### src/rtl/io_sector_pkg.sv
// Shared defaults and derived-width helper for the I/O line sector.
// Latency: n/a (constants and a compile-time function only).
// Backpressure: n/a.
package io_sector_pkg;

    localparam int DEF_WIDTH    = 16;
    localparam int DEF_CHANNELS = 2;
    localparam int DEF_DEPTH    = 4;

    // Channel tag width; a single channel still gets a one-bit tag so ports never collapse.
    function automatic int chWidth(input int n);
        return (n > 1) ? $clog2(n) : 1;
    endfunction

endpackage

### src/rtl/io_sync_fifo.sv
// Synchronous DEPTH-entry FIFO with occupancy count and combinational head.
// Latency: a pushed word is visible at the head one cycle after the push edge.
// Backpressure: push refused while full (even with a simultaneous pop); pop ignored while empty.
module io_sync_fifo #(
    parameter int WIDTH = 16,
    parameter int DEPTH = 4
) (
    input  logic                     clk,
    input  logic                     resetN,
    input  logic                     push,
    input  logic [WIDTH-1:0]         pushData,
    input  logic                     pop,
    output logic [WIDTH-1:0]         popData,
    output logic                     full,
    output logic                     empty,
    output logic [$clog2(DEPTH):0]   count
);

    localparam int PTR_W = $clog2(DEPTH);
    localparam int CNT_W = PTR_W + 1;

    logic [WIDTH-1:0] mem [DEPTH];
    logic [PTR_W-1:0] wrPtr;
    logic [PTR_W-1:0] rdPtr;
    logic             doPush;
    logic             doPop;

    assign full    = (count == CNT_W'(DEPTH));
    assign empty   = (count == '0);
    assign doPush  = push && !full;
    assign doPop   = pop && !empty;
    assign popData = mem[rdPtr];

    // Storage needs no reset: only entries between the pointers are ever observed.
    always_ff @(posedge clk) begin
        if (doPush) begin
            mem[wrPtr] <= pushData;
        end
    end

    // Pointers wrap explicitly at DEPTH-1; count tracks push/pop balance.
    always_ff @(posedge clk) begin
        if (!resetN) begin
            wrPtr <= '0;
            rdPtr <= '0;
            count <= '0;
        end else begin
            if (doPush) begin
                wrPtr <= (wrPtr == PTR_W'(DEPTH - 1)) ? '0 : wrPtr + 1'b1;
            end
            if (doPop) begin
                rdPtr <= (rdPtr == PTR_W'(DEPTH - 1)) ? '0 : rdPtr + 1'b1;
            end
            case ({doPush, doPop})
                2'b10:   count <= count + 1'b1;
                2'b01:   count <= count - 1'b1;
                default: count <= count;
            endcase
        end
    end

endmodule

### src/rtl/io_line_sector.sv
// Core-facing I/O sector: queued output lines to an external sink, per-channel input holding registers.
// Latency: output word reaches the head one cycle after the write; input word readable one cycle after capture.
// Backpressure: stall when writing a full queue or reading an empty channel; sink/producers use valid/ready.
module io_line_sector
    import io_sector_pkg::*;
#(
    parameter int WIDTH    = DEF_WIDTH,
    parameter int CHANNELS = DEF_CHANNELS,
    parameter int DEPTH    = DEF_DEPTH,
    localparam int CH_W    = chWidth(CHANNELS)
) (
    input  logic                      clk,
    input  logic                      resetN,
    input  logic                      outWrite,
    input  logic [CH_W-1:0]           outChannel,
    input  logic [WIDTH-1:0]          outData,
    input  logic                      inRead,
    input  logic [CH_W-1:0]           inChannel,
    output logic [WIDTH-1:0]          inData,
    output logic                      stall,
    output logic [WIDTH-1:0]          outputLine,
    output logic [CH_W-1:0]           outputChannel,
    output logic                      outputValid,
    input  logic                      outputReady,
    input  logic [CHANNELS*WIDTH-1:0] inputLine,
    input  logic [CHANNELS-1:0]       inputValid,
    output logic [CHANNELS-1:0]       inputReady
);

    localparam int ENTRY_W = CH_W + WIDTH;
    localparam int CNT_W   = $clog2(DEPTH) + 1;
    // One bit wider than the tag so the range check is never trivially constant.
    localparam logic [CH_W:0] CH_LIMIT = (CH_W + 1)'(CHANNELS);

    logic               outOk;
    logic               inOk;
    logic               fifoPush;
    logic               fifoPop;
    logic               fifoFull;
    logic               fifoEmpty;
    logic [CNT_W-1:0]   fifoCount;
    logic [ENTRY_W-1:0] fifoHead;

    logic [CHANNELS-1:0] held;
    logic [WIDTH-1:0]    holdData [CHANNELS];
    logic                heldSel;
    logic [WIDTH-1:0]    selData;

    // Out-of-range channel numbers act as no-ops on either side.
    assign outOk = ({1'b0, outChannel} < CH_LIMIT);
    assign inOk  = ({1'b0, inChannel}  < CH_LIMIT);

    assign fifoPush = outWrite && outOk;
    assign fifoPop  = outputValid && outputReady;

    io_sync_fifo #(
        .WIDTH (ENTRY_W),
        .DEPTH (DEPTH)
    ) uOutFifo (
        .clk      (clk),
        .resetN   (resetN),
        .push     (fifoPush),
        .pushData ({outChannel, outData}),
        .pop      (fifoPop),
        .popData  (fifoHead),
        .full     (fifoFull),
        .empty    (fifoEmpty),
        .count    (fifoCount)
    );

    assign outputValid   = (fifoCount != '0);
    assign outputLine    = fifoEmpty ? '0 : fifoHead[WIDTH-1:0];
    assign outputChannel = fifoEmpty ? '0 : fifoHead[ENTRY_W-1:WIDTH];

    for (genvar c = 0; c < CHANNELS; c++) begin : gHold
        logic             heldQ;
        logic [WIDTH-1:0] dataQ;
        logic             capture;
        logic             release_;

        assign capture  = inputValid[c] && !heldQ;
        assign release_ = inRead && inOk && (inChannel == CH_W'(c)) && heldQ;

        // Capture when empty, release when the core reads this channel; the two cannot coincide.
        always_ff @(posedge clk) begin
            if (!resetN) begin
                heldQ <= 1'b0;
            end else begin
                if (capture) begin
                    heldQ <= 1'b1;
                    dataQ <= inputLine[c*WIDTH +: WIDTH];
                end else if (release_) begin
                    heldQ <= 1'b0;
                end
            end
        end

        assign held[c]       = heldQ;
        assign holdData[c]   = dataQ;
        assign inputReady[c] = !heldQ;
    end

    // Select the addressed holding register; no match leaves both defaults at zero.
    always_comb begin
        heldSel = 1'b0;
        selData = '0;
        for (int c = 0; c < CHANNELS; c++) begin
            if (inChannel == CH_W'(c)) begin
                heldSel = held[c];
                selData = holdData[c];
            end
        end
    end

    assign inData = (inRead && inOk && heldSel) ? selData : '0;
    assign stall  = (outWrite && outOk && fifoFull) || (inRead && inOk && !heldSel);

endmodule
### config.mk
export PLATFORM = sky130hd
export DESIGN_NAME = io_line_sector
export DESIGN_NICKNAME = d
export VERILOG_FILES = /design/src/rtl/io_sector_pkg.sv /design/src/rtl/io_sync_fifo.sv /design/src/rtl/io_line_sector.sv
export SDC_FILE = /design/constraint.sdc
export NUM_CORES = 1
export LEC_CHECK = 0
export BUFFER_PORTS_ARGS = -buffer_cell sky130_fd_sc_hd__buf_2
export CELL_PAD_IN_SITES_DETAIL_PLACEMENT = 1
export CELL_PAD_IN_SITES_GLOBAL_PLACEMENT = 2
export CORE_ASPECT_RATIO = 1.2
export CORE_MARGIN = 1
export CORE_UTILIZATION = 39
export CTS_CLUSTER_SIZE = 24
export DETAILED_ROUTE_END_ITERATION = 8
export PLACE_DENSITY = 0.82
export SLEW_MARGIN = 20
export SYNTH_ARGS = -nofsm -noshare
export SYNTH_HDL_FRONTEND = slang
export SYNTH_SLANG_ARGS = --single-unit
### constraint.sdc
create_clock -name clk -period 2.5 [get_ports clk]
set_clock_uncertainty 0.15 [all_clocks]
set_input_delay 0 -clock clk [delete_from_list [all_inputs] [get_ports clk]]
set_output_delay 0 -clock clk [all_outputs]
set_load 0.1 [all_outputs]
# Word level (Yosys, flattened, before mapping)
# Memories as Yosys holds them, arrays and structs flattened. A register that Yosys moved wholly into a read port is not among the register bits.
# Cells that the tools add are included.
[word_totals]
n_memories = 1
in_bits = 57
output_inout_bits = 37
ff_bits = 41
elab_cells = 59
ramBits = 68
[memory_table]
columns = ["memory", "depth", "width", "rd", "rd_clocked_by_memory_dff", "wr", "line_no", "rtl"]
rows = [
  ["uOutFifo.mem", 4, 17, 1, 1, 1, "io_sync_fifo.sv:22", "logic [WIDTH-1:0] mem [DEPTH];"],
]
[classes]
n_eq_ne = 5
mux = 16
reduce_logical = 25
bitwise = 1
addsub = 4
[ops]
columns = ["op", "count"]
rows = [
  ["$mux W16", 3],
  ["$logic_and A1 B1 Y1", 12],
  ["$mux W1", 8],
  ["$mux W2", 4],
  ["$eq A2 B2 Y1 const B", 3],
  ["$pmux W3 S2", 1],
  ["$reduce_bool A2 Y1", 3],
  ["$logic_not A1 Y1", 5],
  ["$add A2 B1 Y2 const B", 2],
  ["$reduce_and A2 Y1", 2],
  ["$add A3 B1 Y3 const B", 1],
  ["$eq A3 B3 Y1 const B", 1],
  ["$logic_not A3 Y1", 1],
  ["$reduce_bool A3 Y1", 1],
  ["$sub A3 B1 Y3 const B", 1],
  ["$eq A2 B1 Y1 const B", 1],
  ["$logic_or A1 B1 Y1", 1],
  ["$not A1 Y1", 1],
]

# Depth between registers and ports, before layout
# Gate-level depths: netlist (run 1).
[logic_depth]
word_depth = 5
depth_mapped = 9
ltp_nobuf = 9

# By module
# A second synthesis (run 1) with hierarchy kept.
[unflattened]
hier_cells = 267
area_unflattened_um2 = 4570.6
[modules_own_cells]
columns = ["mod", "cells_per_inst", "seq_area_each_um2", "area_each_um2", "instances"]
rows = [
  ["io_sync_fifo", 145, 2222.1, 2986.6, 1],
  ["io_line_sector", 122, 1001.0, 1584.0, 1],
]

# Worst setup path before layout (run 1)
# No wires, ideal clock.
[synth_path]
path_kind = "reg2out"
start = "register uOutFifo.count[2]"
end = "output stall"
arrival_ns = 2.229
setup_slack_ns = 0.121
path_buffers = 0
required_ns = 2.350
path_stages_with_launch = 3
path_cell_list = "dfxtp_1 -> or3b_4 -> o22ai_1"
[synth_via]
elab_chain_len = 3
[synth_lines]
columns = ["item", "line_no", "rtl"]
rows = [
  ["start: declaration", "io_sync_fifo.sv:16", "output logic [$clog2(DEPTH):0] count"],
  ["start signal: assignment", "io_sync_fifo.sv:55", "2'b10: count <= count + 1'b1;"],
  ["start signal: assignment", "io_sync_fifo.sv:56", "2'b01: count <= count - 1'b1;"],
  ["start signal: assignment", "io_sync_fifo.sv:57", "default: count <= count;"],
  ["$eq A3 B3 Y1", "io_sync_fifo.sv:28", "assign full = (count == CNT_W'(DEPTH));"],
  ["$logic_and A1 B1 Y1", "io_line_sector.sv:116", "assign stall = (outWrite && outOk && fifoFull) || (inRead && inOk && !heldSel);"],
  ["$logic_or A1 B1 Y1", "io_line_sector.sv:116", ""],
  ["end: declaration", "io_line_sector.sv:20", "output logic stall,"],
]
# No other way between the ends.

# Worst setup path after layout (run 1)
[layout_path]
start = "register uOutFifo.count[0]"
end = "register uOutFifo.count[2]"
[layout_via]
elab_chain_len = 5
word_cells_on_any_way = 14
cone_classes = "2 x add/sub; 3 x eq/ne; 1 x mux; 8 x reduce/logical"
[layout_lines]
columns = ["item", "line_no", "rtl"]
rows = [
  ["$eq A3 B3 Y1 (tied with other cells)", "io_sync_fifo.sv:28", ""],
  ["$logic_not A1 Y1 (tied with other cells)", "io_sync_fifo.sv:30", "assign doPush = push && !full;"],
  ["$logic_and A1 B1 Y1, on equally long branches", "io_sync_fifo.sv:30, io_sync_fifo.sv:31", ""],
  ["$eq A2 B1 Y1 or $eq A2 B2 Y1 (tied branches)", "io_sync_fifo.sv:54", "case ({doPush, doPop})"],
  ["$pmux W3 S2 or $reduce_bool A2 Y1 (tied branches)", "-", ""],
]
# Parallel ways exist; a longest one is shown, timed or not.
# A chain may end at the register's enable or synchronous reset.

==> out/results.txt, run 1 <==
The detail-routed via count per cell is 4.64. From left edge to right edge, the die measures 99.7 µm. The top-level port count was 94; the adder-cell area share of the yosys netlist was 0.0213. During placement, the flow inserted port buffers numbering 93. The run gives 0.368 as the worst slew margin relative to its limit.

The tools report the final setup violation count as 0. The signal on the critical path passes through or3b_4 -> and2_4 -> inv_2 -> ha_1 -> inv_1 -> fa_1 -> xor2_1 -> or3_1 -> a21boi_1. The area fraction of the dominant cell type after synthesis came out at 0.672. The worst hold path belongs to the class in2reg. The shortest period the worst path allows was 2400 ps. The number of max-slew violations in the final report is 0. Static timing analysis puts the maximum clock frequency at 418 MHz.

After detailed routing, the number of remaining DRC violations is 0. The total overflow left after global routing is 0. For the minimum setup slack after placement, the log shows 88.7 ps.

The number of antenna violations at the first check in global routing was 0. The logs give 20 for the largest net degree at the start of global routing and 2520 ps for the worst endpoint data arrival time. After legalization and detailed placement, the total HPWL measured 5960 µm. The worst setup path is launched from a flop.

Yosys mapped a number of flops with a built-in enable equal to 100. In this run the critical register-to-register path is captured at uOutFifo.count[2]. Max-cap violations in this run came to 0. For the worst-skew pair, the clock arrives at the later sink with an insertion delay of 340 ps.

Ranked by total cell area, the synthesized netlist is headed by edfxtp_1 67%, mux4_2 8.6%, dfxtp_1 4.9%, mux2i_1 3.8%, nor2b_4 3.1%. In this run, the number of DRC markers left after iteration 0 of detailed routing was 62. The top flip-flop cell by instance count after synthesis was edfxtp_1. The critical path is of the reg2reg type. The first global-routing pass estimated 15300 µm of wire. For this run, the post-layout net count is 472. The synthesized design spends more area on one cell type than any other, namely edfxtp_1.

The data required time at the worst endpoint is 2620 ps, and the final hold violation count is 0. The largest family of logic cells by synthesized area is multiplexers. Clock edge transition at the registers on the reported setup and hold paths: 70 ps. The die is 119 µm tall. The wire length per cell is 17.1 µm, and the placer congestion estimate is 0.623. The count of inserted antenna diode cells came out at 0. The clock passes through at most 2 buffers.

The final layout contains routed wiring with a total length of 9720 µm. The distinct cell type count of the synthesized netlist is 35. The proportion of layout cells with a drive suffix above 1 is 0.370, and the remaining antenna violation count after routing is 0. The total track usage was 0.173; the simple-gate portion of the synthesized area was 0.0852.

The tree is rooted in a clkbuf_16. The worst setup path is captured at a flop. Across the VDD grid, the largest voltage drop is 689 µV. For the setup slack of the worst register-to-register path, the log shows 100 ps. The parity-gate share of the synthesized area counting xor and xnor cells was 0.00392.

For this run, the detailed router's first-pass iteration total came to 4. Post-synthesis register bit count: 111. Relative to the synthesized area, the layout overhead comes to 34.6%. The library cells used most frequently in the layout, excluding fill and tap cells, are 100 x edfxtp_1, 93 x buf_2, 57 x dlygate4sd3_1, 18 x nor2_1. During synthesis, Yosys emitted a total of 0 warnings. The largest single stage delay on the critical path is 420 ps. The run gives 3 as the count of H-tree levels built during CTS. The average size of a mapped cell was 18.2 µm². The die covers 11900 µm².

The multiplexer share of the synthesized area is 0.126, and the synthesized cell area is 4470 µm². Summed over all cells, the static leakage comes to 2.35 nW. For this block, the via count after detailed routing is 2630. The run gives 1070 as the total of fill cells in the finished design. The largest individual stage delay along the critical path comes from the cell or3b_4. The fraction of the mapped netlist area in compound gates came out at 0.0154. Setup slack on the critical path of the routed design comes to 105 ps. The actual slew at the worst max-slew pin came out at 948 ps. The startpoint identified for the worst register-to-register timing path is uOutFifo.count[0]. The most common cell after layout, fill and taps aside was edfxtp_1. Of all nets on the critical path, the largest fanout is 5. The worst hold path cell count was 4; the post-synth net total was 310.

The run gives 11100 µm² as the area of the core. The fraction of registers with async set or reset after synthesis was 0. The depth of the worst register-to-register path works out to 9. In this run the power density over the cells is 1100 nW/µm². Setup repair after global routing left no endpoint under its margin. The flow ran to the end, and the final reports show no timing, DRC or antenna violations.

TritonCTS built the clock tree. The setup TNS is 0 ps, and the cell count after synthesis is 246. The startpoint identified for the worst hold timing path is outputReady. For the number of rows in the core area, the log shows 42.

The effective utilization at floorplan came out at 0.403. The tools report the final core utilization as 0.542. The total clock sinks was 111; the TritonCTS buffer count was 9. The share of the clock period used by the worst path was 0.958; the via count of the first global-routing pass was 3000. The run gives 0.722 as the sequential cell area fraction in the yosys report.
[worst max-delay path by stage]
stage	slack, ps	startpoint	end
4_1_cts	60	uOutFifo.count[2]	uOutFifo.count[2]
3_5_place_dp	90	uOutFifo.count[2]	uOutFifo.count[2]
2_1_floorplan	120	uOutFifo.count[2]	stall
3_3_place_gp	160	uOutFifo.count[2]	uOutFifo.count[2]
6_report	100	uOutFifo.count[0]	uOutFifo.count[2]
5_1_grt	3	uOutFifo.count[0]	uOutFifo.count[2]
[flip-flops by register name (all words and copies together), names as in the netlist, named ones only]
name and cells:
uOutFifo.wrPtr 2, gHold.dataQ 32, uOutFifo.rdPtr 2, uOutFifo.mem 68
uOutFifo.count 3, gHold.heldQ 2
[report_power, final]
group	switching (W)	internal, W	total, W	leakage [nW]
logic	0.00213	0.000765	0.00290	1.19
clock network	0.000669	0.000795	0.00146	0.148
registers	0.0000668	0.00221	0.00228	1.01
[cell usage after synthesis, drive strengths merged (2+ instances only)]
master and instances:
buf 7, nor2b 17, edfxtp 100, a31oi 2
nand3 2, mux4 17, clkbuf 2, ha 6
mux2i 17, and2 3, o21ai 7, and3 6
nand2 7, inv 13, nor2 18, dfxtp 11
[worst max-delay path: cells and delay by family (launching register included)]
family / cells / cell delay (ps)
buf+inv: 2 / 100
simple gates: 3 / 920
xor+xnor: 1 / 160
compound gates: 1 / 140
flops: 1 / 320
fa+ha+maj: 2 / 530
[cells by family after synthesis]
kind of cell | Yosys count
buf+inv | 22
simple gates | 57
fa+ha+maj | 7
flops | 111
compound gates | 12
mux | 35
xor+xnor | 2
[cell type report]
cell class                      count  area [µm²]  share of cell area
Sequential cell                   111        3220               0.536
Multi-Input combinational cell    113        1130               0.188
Timing Repair Buffer              160        1110               0.185
Clock buffer                       10         229              0.0381
Tap cell                          154         193              0.0320
Clock inverter                      6        73.8              0.0123
Inverter                           13        48.8             0.00812
[through the flow]
step | area [µm²] | hold WS, ps | std cells | power, W
after floorplan | 4470 | -51.1 | 246 | 0.00467
after global placement | 5130 | 27.9 | 493 | 0.00509
after detailed placement | 5130 | 29.0 | 493 | 0.00515
after CTS | 6000 | 59.0 | 566 | 0.00670
after global routing | 6010 | 90.5 | 567 | 0.00689
final | 6010 | 67.7 | 567 | 0.00664
[routing by layer]
layer	vias up	global-route usage	wire, µm
li1	1256	-	-
met1	1276	0.194	3910
met2	90	0.320	5200
met3	8	0.0423	501
met4	0	0.0524	104
met5	-	0	0
[what timing repair did]
| item | 4_1_cts | 5_1_grt |
|---|---|---|
| buffers inserted | 0 | 1 |
| endpoints found under the hold margin | 109 | 0 |
| endpoints found under the setup margin | 0 | 1 |
| hold buffers | 57 | 0 |
| gates resized for setup | 0 | 1 |
No activity file was read; power rests on OpenSTA's default activity.
==> run 2, diff against run 1 <==
--- a/config.mk
+++ b/config.mk
@@ -17,4 +17,5 @@
 export SLEW_MARGIN = 20
 export SYNTH_ARGS = -nofsm -noshare
 export SYNTH_HDL_FRONTEND = slang
+export SYNTH_HIERARCHICAL = 1
 export SYNTH_SLANG_ARGS = --single-unit
==> out/results.txt, run 2 <==
Nature of the critical path startpoint: a flop (unchanged). The proportion of layout cells with a drive suffix above 1 works out to 0.320 (was 0.370). The start-to-end type of the worst setup path was reg2reg (unchanged). Setup repair after global routing left no endpoint under its margin. The logs give 2470 ps (was 2520 ps) for the worst endpoint data arrival time and 267 (was 246) for the cell count after synthesis. The count of inserted antenna diode cells is 0 (unchanged).

The start point of the critical path is uOutFifo/count[1] (was uOutFifo.count[0]). The total half-perimeter wirelength after legalization and detailed placement is 6360 µm (was 5960 µm), and the wire length per cell is 17.6 µm (was 17.1 µm). Effective utilization at floorplan: 0.406 (was 0.403). The tools report the largest net degree at the start of global routing as 36 (was 20).

The run gives 0 (unchanged) as the remaining antenna violation count after routing. The vertical die dimension works out to 121 µm (was 119 µm). The run finished with clean final reports.

Biggest area contributors in the synthesized netlist: edfxtp_1 66%, mux4_2 4.9%, dfxtp_1 4.8%, mux4_1 4.0%, nand3b_1 2.6% (was edfxtp_1 67%, mux4_2 8.6%, dfxtp_1 4.9%, mux2i_1 3.8%, nor2b_4 3.1%). The total power density per cell area is 972 nW/µm² (was 1100 nW/µm²), and the simple-gate portion of the synthesized area is 0.0980 (was 0.0852). The run gives 35 (unchanged) as the distinct cell type count of the synthesized netlist. The run gives 0 (unchanged) as the number of max-slew violations in the final report. The tools report the number of remaining DRC errors as 0 (unchanged). The multiplexer share of the synthesized area is 0.0961 (was 0.126), and the fraction of registers with async set or reset after synthesis is 0 (unchanged). Achievable frequency: 426 MHz (was 418 MHz). The leakage power total is 2.27 nW (was 2.35 nW), and the net count reported at finish is 487 (was 472). The final instance area came out at 6090 µm² (was 6010 µm²). The number of enable flip-flop cells after synthesis was 100 (unchanged); the depth of the worst register-to-register path was 10 (was 9). The via count was 2836 (was 2630). The post-synthesis register bit count was 111 (unchanged); the aggregate routed wire length was 10200 µm (was 9720 µm).

For the minimum setup slack after placement, the log shows 91.5 ps (was 88.7 ps). The run gives 81 (was 62) as the initial detailed-routing violation count. Count of H-tree levels built during CTS: 3 (unchanged). The buffers inserted during post-CTS setup optimization came out at 0 (unchanged). The kind of end point of the critical path was a flop (unchanged). The run gives 5180 µm² (was 5130 µm²) as the standard cell area after detailed placement.

The startpoint of the most critical hold path is outputReady (unchanged). The logs give 0.705 (was 0.722) for the sequential cell area fraction in the yosys report and 150 ps (was 105 ps) for the post-route worst setup slack. The final hold violation count came out at 0 (unchanged).

The adder-cell area share of the yosys netlist is 0.0208 (was 0.0213). The top-level port count is 94 (unchanged). The tools report the wire length of the first global-routing pass as 16200 µm (was 15300 µm). The total track usage was 0.181 (was 0.173).

The shortest period the worst path allows is 2350 ps (was 2400 ps), and the number of rows in the core area is 42 (unchanged). The die boundary width works out to 101 µm (was 99.7 µm). The signed area change from the synthesized netlist to the final layout is 33.2% (was 34.6%), and the total iterations of the first detailed-routing run is 4 (unchanged).

Highest-count cells in the layout ignoring fill and taps: 100 x edfxtp_1, 93 x buf_2, 58 x dlygate4sd3_1, 18 x nand3_1, 18 x nor2b_1 (was 100 x edfxtp_1, 93 x buf_2, 57 x dlygate4sd3_1, 18 x nor2_1). The CTS root buffer is clkbuf_16 (unchanged). The number of antenna violations at the first check in global routing was 0 (unchanged). Final core utilization: 0.542 (about the same).

The data required time at the worst endpoint was 2620 ps (about the same). The setup slack of the worst register-to-register path came out at 150 ps (was 100 ps). Fraction of the mapped netlist area in compound gates: 0.0408 (was 0.0154). Area of the die: 12200 µm² (was 11900 µm²). The area of the core came out at 11200 µm² (was 11100 µm²). The run gives 0 ps (unchanged) as the setup TNS.

The logs give 9 (unchanged) for the TritonCTS buffer count and 0.692 (was 0.623) for the placer congestion estimate. Area fraction of the dominant cell type after synthesis: 0.657 (was 0.672). The final setup violation count is 0 (unchanged).

The share of the clock period used by the worst path came out at 0.940 (was 0.958). The run gives 111 (unchanged) as the total clock sinks. The parity-gate share of the synthesized area counting xor and xnor cells is 0.00383 (was 0.00392).

Final global-route overflow total: 0 (unchanged). The actual slew at the worst max-slew pin works out to 744 ps (was 948 ps). The top flip-flop cell by instance count after synthesis was edfxtp_1 (unchanged).

The tools report the post-synth net total as 331 (was 310). The cell accounting for the most synthesized area was edfxtp_1 (unchanged). Capture instance of the worst register-to-register path: uOutFifo/count[2] (was uOutFifo.count[2]).

The peak fanout along the critical path is 6 (was 5), and the yosys synthesis warning count is 6 (was 0). The via count of the first global-routing pass is 3166 (was 3000), and the average size of a mapped cell is 17.1 µm² (was 18.2 µm²). The flip-flop count of the largest register after layout is 68 (unchanged).

The largest family of logic cells by synthesized area is simple AND/OR/NAND/NOR gates (was multiplexers). The worst slew margin relative to its limit came out at 0.504 (was 0.368). Ranking of synthesized cells by instance count: 100 x edfxtp_1, 18 x nand3_1, 18 x nor2b_1, 16 x nand3b_1, 12 x a21boi_1 (was 100 x edfxtp_1, 18 x nor2_1, 17 x mux2i_1, 17 x mux4_2). The clock edge transition at the registers on the reported setup and hold paths works out to 80 ps (was 70 ps). The reg-to-reg startpoint was uOutFifo/count[1] (was uOutFifo.count[0]). The run gives 340 ps (about the same) as the clock network latency to the later pin of the worst-skew pair. The cell with the most instances after synthesis is edfxtp_1 (unchanged). Top flop regs: uOutFifo/mem: 68 flops, gHold.dataQ: 32 flops, uOutFifo/count: 3 flops (was uOutFifo.mem: 68 flops, gHold.dataQ: 32 flops, uOutFifo.count: 3 flops). The count of buffers inserted at the top-level ports was 93 (unchanged); the buffer depth of the longest clock path was 2 (unchanged). The number of maximum-capacitance violations is 0 (unchanged), and the worst hold path cell count is 4 (unchanged). The synthesized cell area came out at 4570 µm² (was 4470 µm²). The register with the most flip-flops was uOutFifo/mem (was uOutFifo.mem). Most common cell after layout, fill and taps aside: edfxtp_1 (unchanged). TritonCTS built the clock tree. The detail-routed via count per cell was 4.87 (was 4.64); the peak supply drop was 472 µV (was 689 µV).

The worst min-delay path category is in2reg (unchanged).
-- run 2: cell count changes in the layout (fill, tap and decap cells not counted), moves of 5 or more --
cell,delta
mux2i_1,-14
nand3b_1,+16
mux4_2,-7
a21boi_1,+15
nand3_1,+16
nor2b_1,+11
nor2_1,-16
mux4_1,+7
and2_1,+5
nor2b_4,-10
-- run 2: cell families after synthesis --
group                      after synthesis
adders and majority gates                7
AOI/OAI and AO/OA                       27
and+or+nand+nor                         74
DFF                                    111
buffers and inverters                   26
xor gates and xnor gates                 2
muxes                                   20
-- run 2: report_power, final --
| part | total, W | leakage [nW] | internal, W | switching [W] |
|---|---|---|---|---|
| registers | 0.00227 | 1.01 | 0.00217 | 0.0000978 |
| logic | 0.00218 | 1.11 | 0.000515 | 0.00166 |
| clock network | 0.00147 | 0.147 | 0.000798 | 0.000672 |
-- run 2: worst max-delay path: stages (launching register included) --
cell and delay [ps]:
dfxtp_2 370, or3_4 390, and2_1 170, o31ai_2 90
inv_1 80, ha_1 220, inv_1 80, fa_1 180
xor2_1 70, or3_1 300, a21boi_0 160
-- run 2: stage by stage --
| step | hold WS, ps | total power (W) | cells |
|---|---|---|---|
| detailed placement | 28.3 | 0.00442 | 508 |
| global placement | 26.7 | 0.00437 | 508 |
| floorplan | -51.1 | 0.00404 | 267 |
| global route | 45.3 | 0.00614 | 582 |
| CTS | 56.0 | 0.00596 | 582 |
| finish | 22.5 | 0.00592 | 582 |
-- run 2: layout make-up --
cell class                 count  area, µm²
clock buffer                  10        229
clock inverter                 6       77.6
fill                        1153       5160
inverter                      10       37.5
multi-input combinational    130       1200
sequential                   111       3230
tap                          154        193
timing repair buffer         161       1120
-- run 2: worst max path at each step --
stage	end	cells after the start
2_1_floorplan	uOutFifo/count[2]	10
3_3_place_gp	uOutFifo/count[2]	10
6_report	uOutFifo/count[2]	10
3_5_place_dp	uOutFifo/count[2]	10
4_1_cts	uOutFifo/count[2]	10
5_1_grt	uOutFifo/count[2]	9
-- run 2: what timing repair did --
item                                   4_1_cts  5_1_grt
endpoints found under the hold margin      111        0
setup endpoints to repair                    0        4
gates resized for setup                      0        7
hold buffers                                58        0
-- run 2: layer usage --
layer,up-vias,global-route usage,wire (µm)
met5,-,0,0
met4,0,0.0543,97
met3,9,0.0428,458
met2,93,0.336,5610
met1,1402,0.203,4050
li1,1332,-,-
==> run 3, diff against run 2 <==
--- a/config.mk
+++ b/config.mk
@@ -5,7 +5,8 @@
 export SDC_FILE = /design/constraint.sdc
 export NUM_CORES = 1
 export LEC_CHECK = 0
-export BUFFER_PORTS_ARGS = -buffer_cell sky130_fd_sc_hd__buf_2
+export ABC_CLOCK_PERIOD_IN_PS = 2500
+export BUFFER_PORTS_ARGS = -buffer_cell sky130_fd_sc_hd__buf_4
 export CELL_PAD_IN_SITES_DETAIL_PLACEMENT = 1
 export CELL_PAD_IN_SITES_GLOBAL_PLACEMENT = 2
 export CORE_ASPECT_RATIO = 1.2
@@ -14,7 +15,6 @@
 export CTS_CLUSTER_SIZE = 24
 export DETAILED_ROUTE_END_ITERATION = 8
 export PLACE_DENSITY = 0.82
-export SLEW_MARGIN = 20
 export SYNTH_ARGS = -nofsm -noshare
 export SYNTH_HDL_FRONTEND = slang
 export SYNTH_HIERARCHICAL = 1
==> out/results.txt, run 3 (same netlist as run 2, synthesis figures left out) <==
The run finished with clean final reports. The overall power after layout was 0.00592 W (about the same); the peak fanout along the critical path was 6 (unchanged). The total clock sinks was 111 (unchanged). The achievable frequency was 423 MHz (was 426 MHz). The number of buffer and inverter stages on the critical path was 2 (unchanged). CTS root buffer: clkbuf_16 (unchanged). The worst min-delay path category is in2reg (unchanged). The run gives 0 (unchanged) as the count of inserted antenna diode cells.

The proportion of layout cells with a drive suffix above 1 came out at 0.321 (was 0.320). The start-to-end type of the worst setup path was reg2reg (unchanged). The detail-routed via count per cell works out to 4.97 (was 4.87).

The final instance count without filler cells is 581 (was 582). The run gives 0 (unchanged) as the number of antenna violations at the first check in global routing. The area of the die is 12200 µm² (unchanged). The initial detailed-routing violation count is 71 (was 81).

The top-level port count is 94 (unchanged). The number of max-slew violations in the final report came out at 0 (unchanged). The largest net degree at the start of global routing was 36 (unchanged); the worst endpoint data arrival time was 2490 ps (was 2470 ps).

The via count of the first global-routing pass is 3231 (was 3166). The share of the clock period used by the worst path was 0.947 (was 0.940). The shortest period the worst path allows was 2370 ps (was 2350 ps).

The vertical die dimension came out at 121 µm (unchanged). TritonCTS built the clock tree. The remaining antenna violation count after routing is 0 (unchanged), and the aggregate routed wire length is 10400 µm (was 10200 µm). The run gives 6480 µm (was 6360 µm) as the total half-perimeter wirelength after legalization and detailed placement. The area of the core came out at 11200 µm² (unchanged). The tools report the clock network latency to the later pin of the worst-skew pair as 340 ps (about the same). The number of rows in the core area is 42 (unchanged). Highest-count cells in the layout ignoring fill and taps: 104 x buf_4, 100 x edfxtp_1, 56 x dlygate4sd3_1, 18 x nand3_1, 18 x nor2b_1 (was 100 x edfxtp_1, 93 x buf_2, 58 x dlygate4sd3_1, 18 x nand3_1, 18 x nor2b_1).

Most common cell after layout, fill and taps aside: buf_4 (was edfxtp_1). The clock edge transition at the registers on the reported setup and hold paths works out to 70 ps (was 80 ps). The nature of the critical path startpoint was a flop (unchanged). The run gives 509 (was 508) as the number of placed cells counting well taps.

The kind of end point of the critical path was a flop (unchanged). The wire length per cell is 17.9 µm (was 17.6 µm). Count of buffers inserted at the top-level ports: 93 (unchanged). Cell Chain, Critical Path: or3_4 -> and2_1 -> o31ai_2 -> inv_1 -> ha_2 -> inv_1 -> fa_1 -> o21ai_0 -> and2_1 (was or3_4 -> and2_1 -> o31ai_2 -> inv_1 -> ha_1 -> inv_1 -> fa_1 -> xor2_1 -> or3_1 -> a21boi_0). The run gives 0 ps (unchanged) as the setup TNS. The die boundary width came out at 101 µm (unchanged). The area taken by flip-flops and latches was 3230 µm² (about the same). The actual slew at the worst max-slew pin is 479 ps (was 744 ps). The final hold violation count is 0 (unchanged).

The logs give 0.688 (was 0.692) for the placer congestion estimate and 0 (unchanged) for the final setup violation count. The register with the most flip-flops is uOutFifo/mem (unchanged). The final global-route overflow total was 0 (unchanged); the buffers inserted during post-CTS setup optimization was 0 (unchanged). The buffer depth of the longest clock path is 2 (unchanged).

The area occupied by multi-input gates was 1200 µm² (about the same). The tools report the worst slew margin relative to its limit as 0.680 (was 0.504). For the via count, the log shows 2888 (was 2836).

The flip-flop count of the largest register after layout is 68 (unchanged). The number of remaining DRC errors was 0 (unchanged); the wire length of the first global-routing pass was 16500 µm (was 16200 µm). The tools report the total track usage as 0.184 (was 0.181). The master of the slowest instance on the critical path was fa_1 (was or3_4). The logs give 486 (was 487) for the net count reported at finish and 0 (unchanged) for the number of maximum-capacitance violations.

The total iterations of the first detailed-routing run came out at 4 (unchanged). The total power density per cell area works out to 943 nW/µm² (was 972 nW/µm²). The category of cells accounting for the largest share of critical-path delay was simple AND/OR/NAND/NOR gates (unchanged). The total of fill cells in the finished design was 1103 (was 1153); the peak supply drop was 556 µV (was 472 µV).

The signed area change from the synthesized netlist to the final layout was 37.4% (was 33.2%); the effective utilization at floorplan was 0.406 (unchanged). The count of H-tree levels built during CTS came out at 3 (unchanged). Top flop regs: uOutFifo/mem: 68 flops, gHold.dataQ: 32 flops, uOutFifo/count: 3 flops (unchanged). The leakage power total was 2.31 nW (was 2.27 nW); the highest cell delay on the worst timing path was 430 ps (was 390 ps). The run gives 9 (unchanged) as the TritonCTS buffer count. For the data required time at the worst endpoint, the log shows 2630 ps (was 2620 ps).
## run 3: cell count changes in the layout (fill, tap and decap cells not counted), sizes merged
| cell | previous run | this run |
|---|---|---|
| clkinv | 1 | 3 |
| buf | 103 | 104 |
| dlygate4sd3 | 58 | 56 |
| clkinvlp | 1 | 0 |
| bufinv | 1 | 0 |
## run 3: metal layers
layer	routed length [µm]	global-route usage
met5	0	0
met2	5670	0.342
met1	4110	0.211
met3	488	0.0474
met4	114	0.0417
## run 3: area by class of cell
type,count,area share
clock buffer,10,0.0365
clock inverter,6,0.00697
inverter,10,0.00598
multi-input combinational,130,0.192
sequential,111,0.514
tap,154,0.0307
timing repair buffer,160,0.214
## run 3: timing repair
item,4_1_cts,5_1_grt
hold buffers,56,0
resized for setup,0,9
hold endpoints to repair,111,0
setup endpoints to repair,0,3
## run 3: path summary, 6_finish.rpt
check                                       start           endpoint  slack (ps)  depth (start not counted)
worst min register to register  uOutFifo/wrPtr[1]  uOutFifo/wrPtr[1]         360                          2
worst max register to register  uOutFifo/count[1]  uOutFifo/count[1]         130                          9
worst min-delay path                     outWrite  uOutFifo/wrPtr[1]           9                          3
worst max-delay path            uOutFifo/count[1]  uOutFifo/count[1]         130                          9
## run 3: through the flow
stage	hold slack [ps]	util	worst slack (ps)	area [µm²]
after floorplan	-51.1	-	32.9	4570
after global placement	28.4	0.482	188	5430
after detailed placement	29.2	0.482	52.5	5430
after CTS	7.58	0.557	40.6	6260
after global routing	12.6	0.558	-13.9	6280
final	9.05	0.558	133	6280
## run 3: worst min-delay path: cells and delay by family
family        cells  cell delay (ps)
buf+inv           1              110
mux               1              140
simple gates      1              200
## run 3: where the power goes
| part | internal, W | total (W) | switching, W | leakage (nW) |
|---|---|---|---|---|
| Combinational | 0.000634 | 0.00234 | 0.00170 | 1.16 |
| Clock | 0.000685 | 0.00133 | 0.000646 | 0.135 |
| Sequential | 0.00218 | 0.00226 | 0.0000783 | 1.01 |
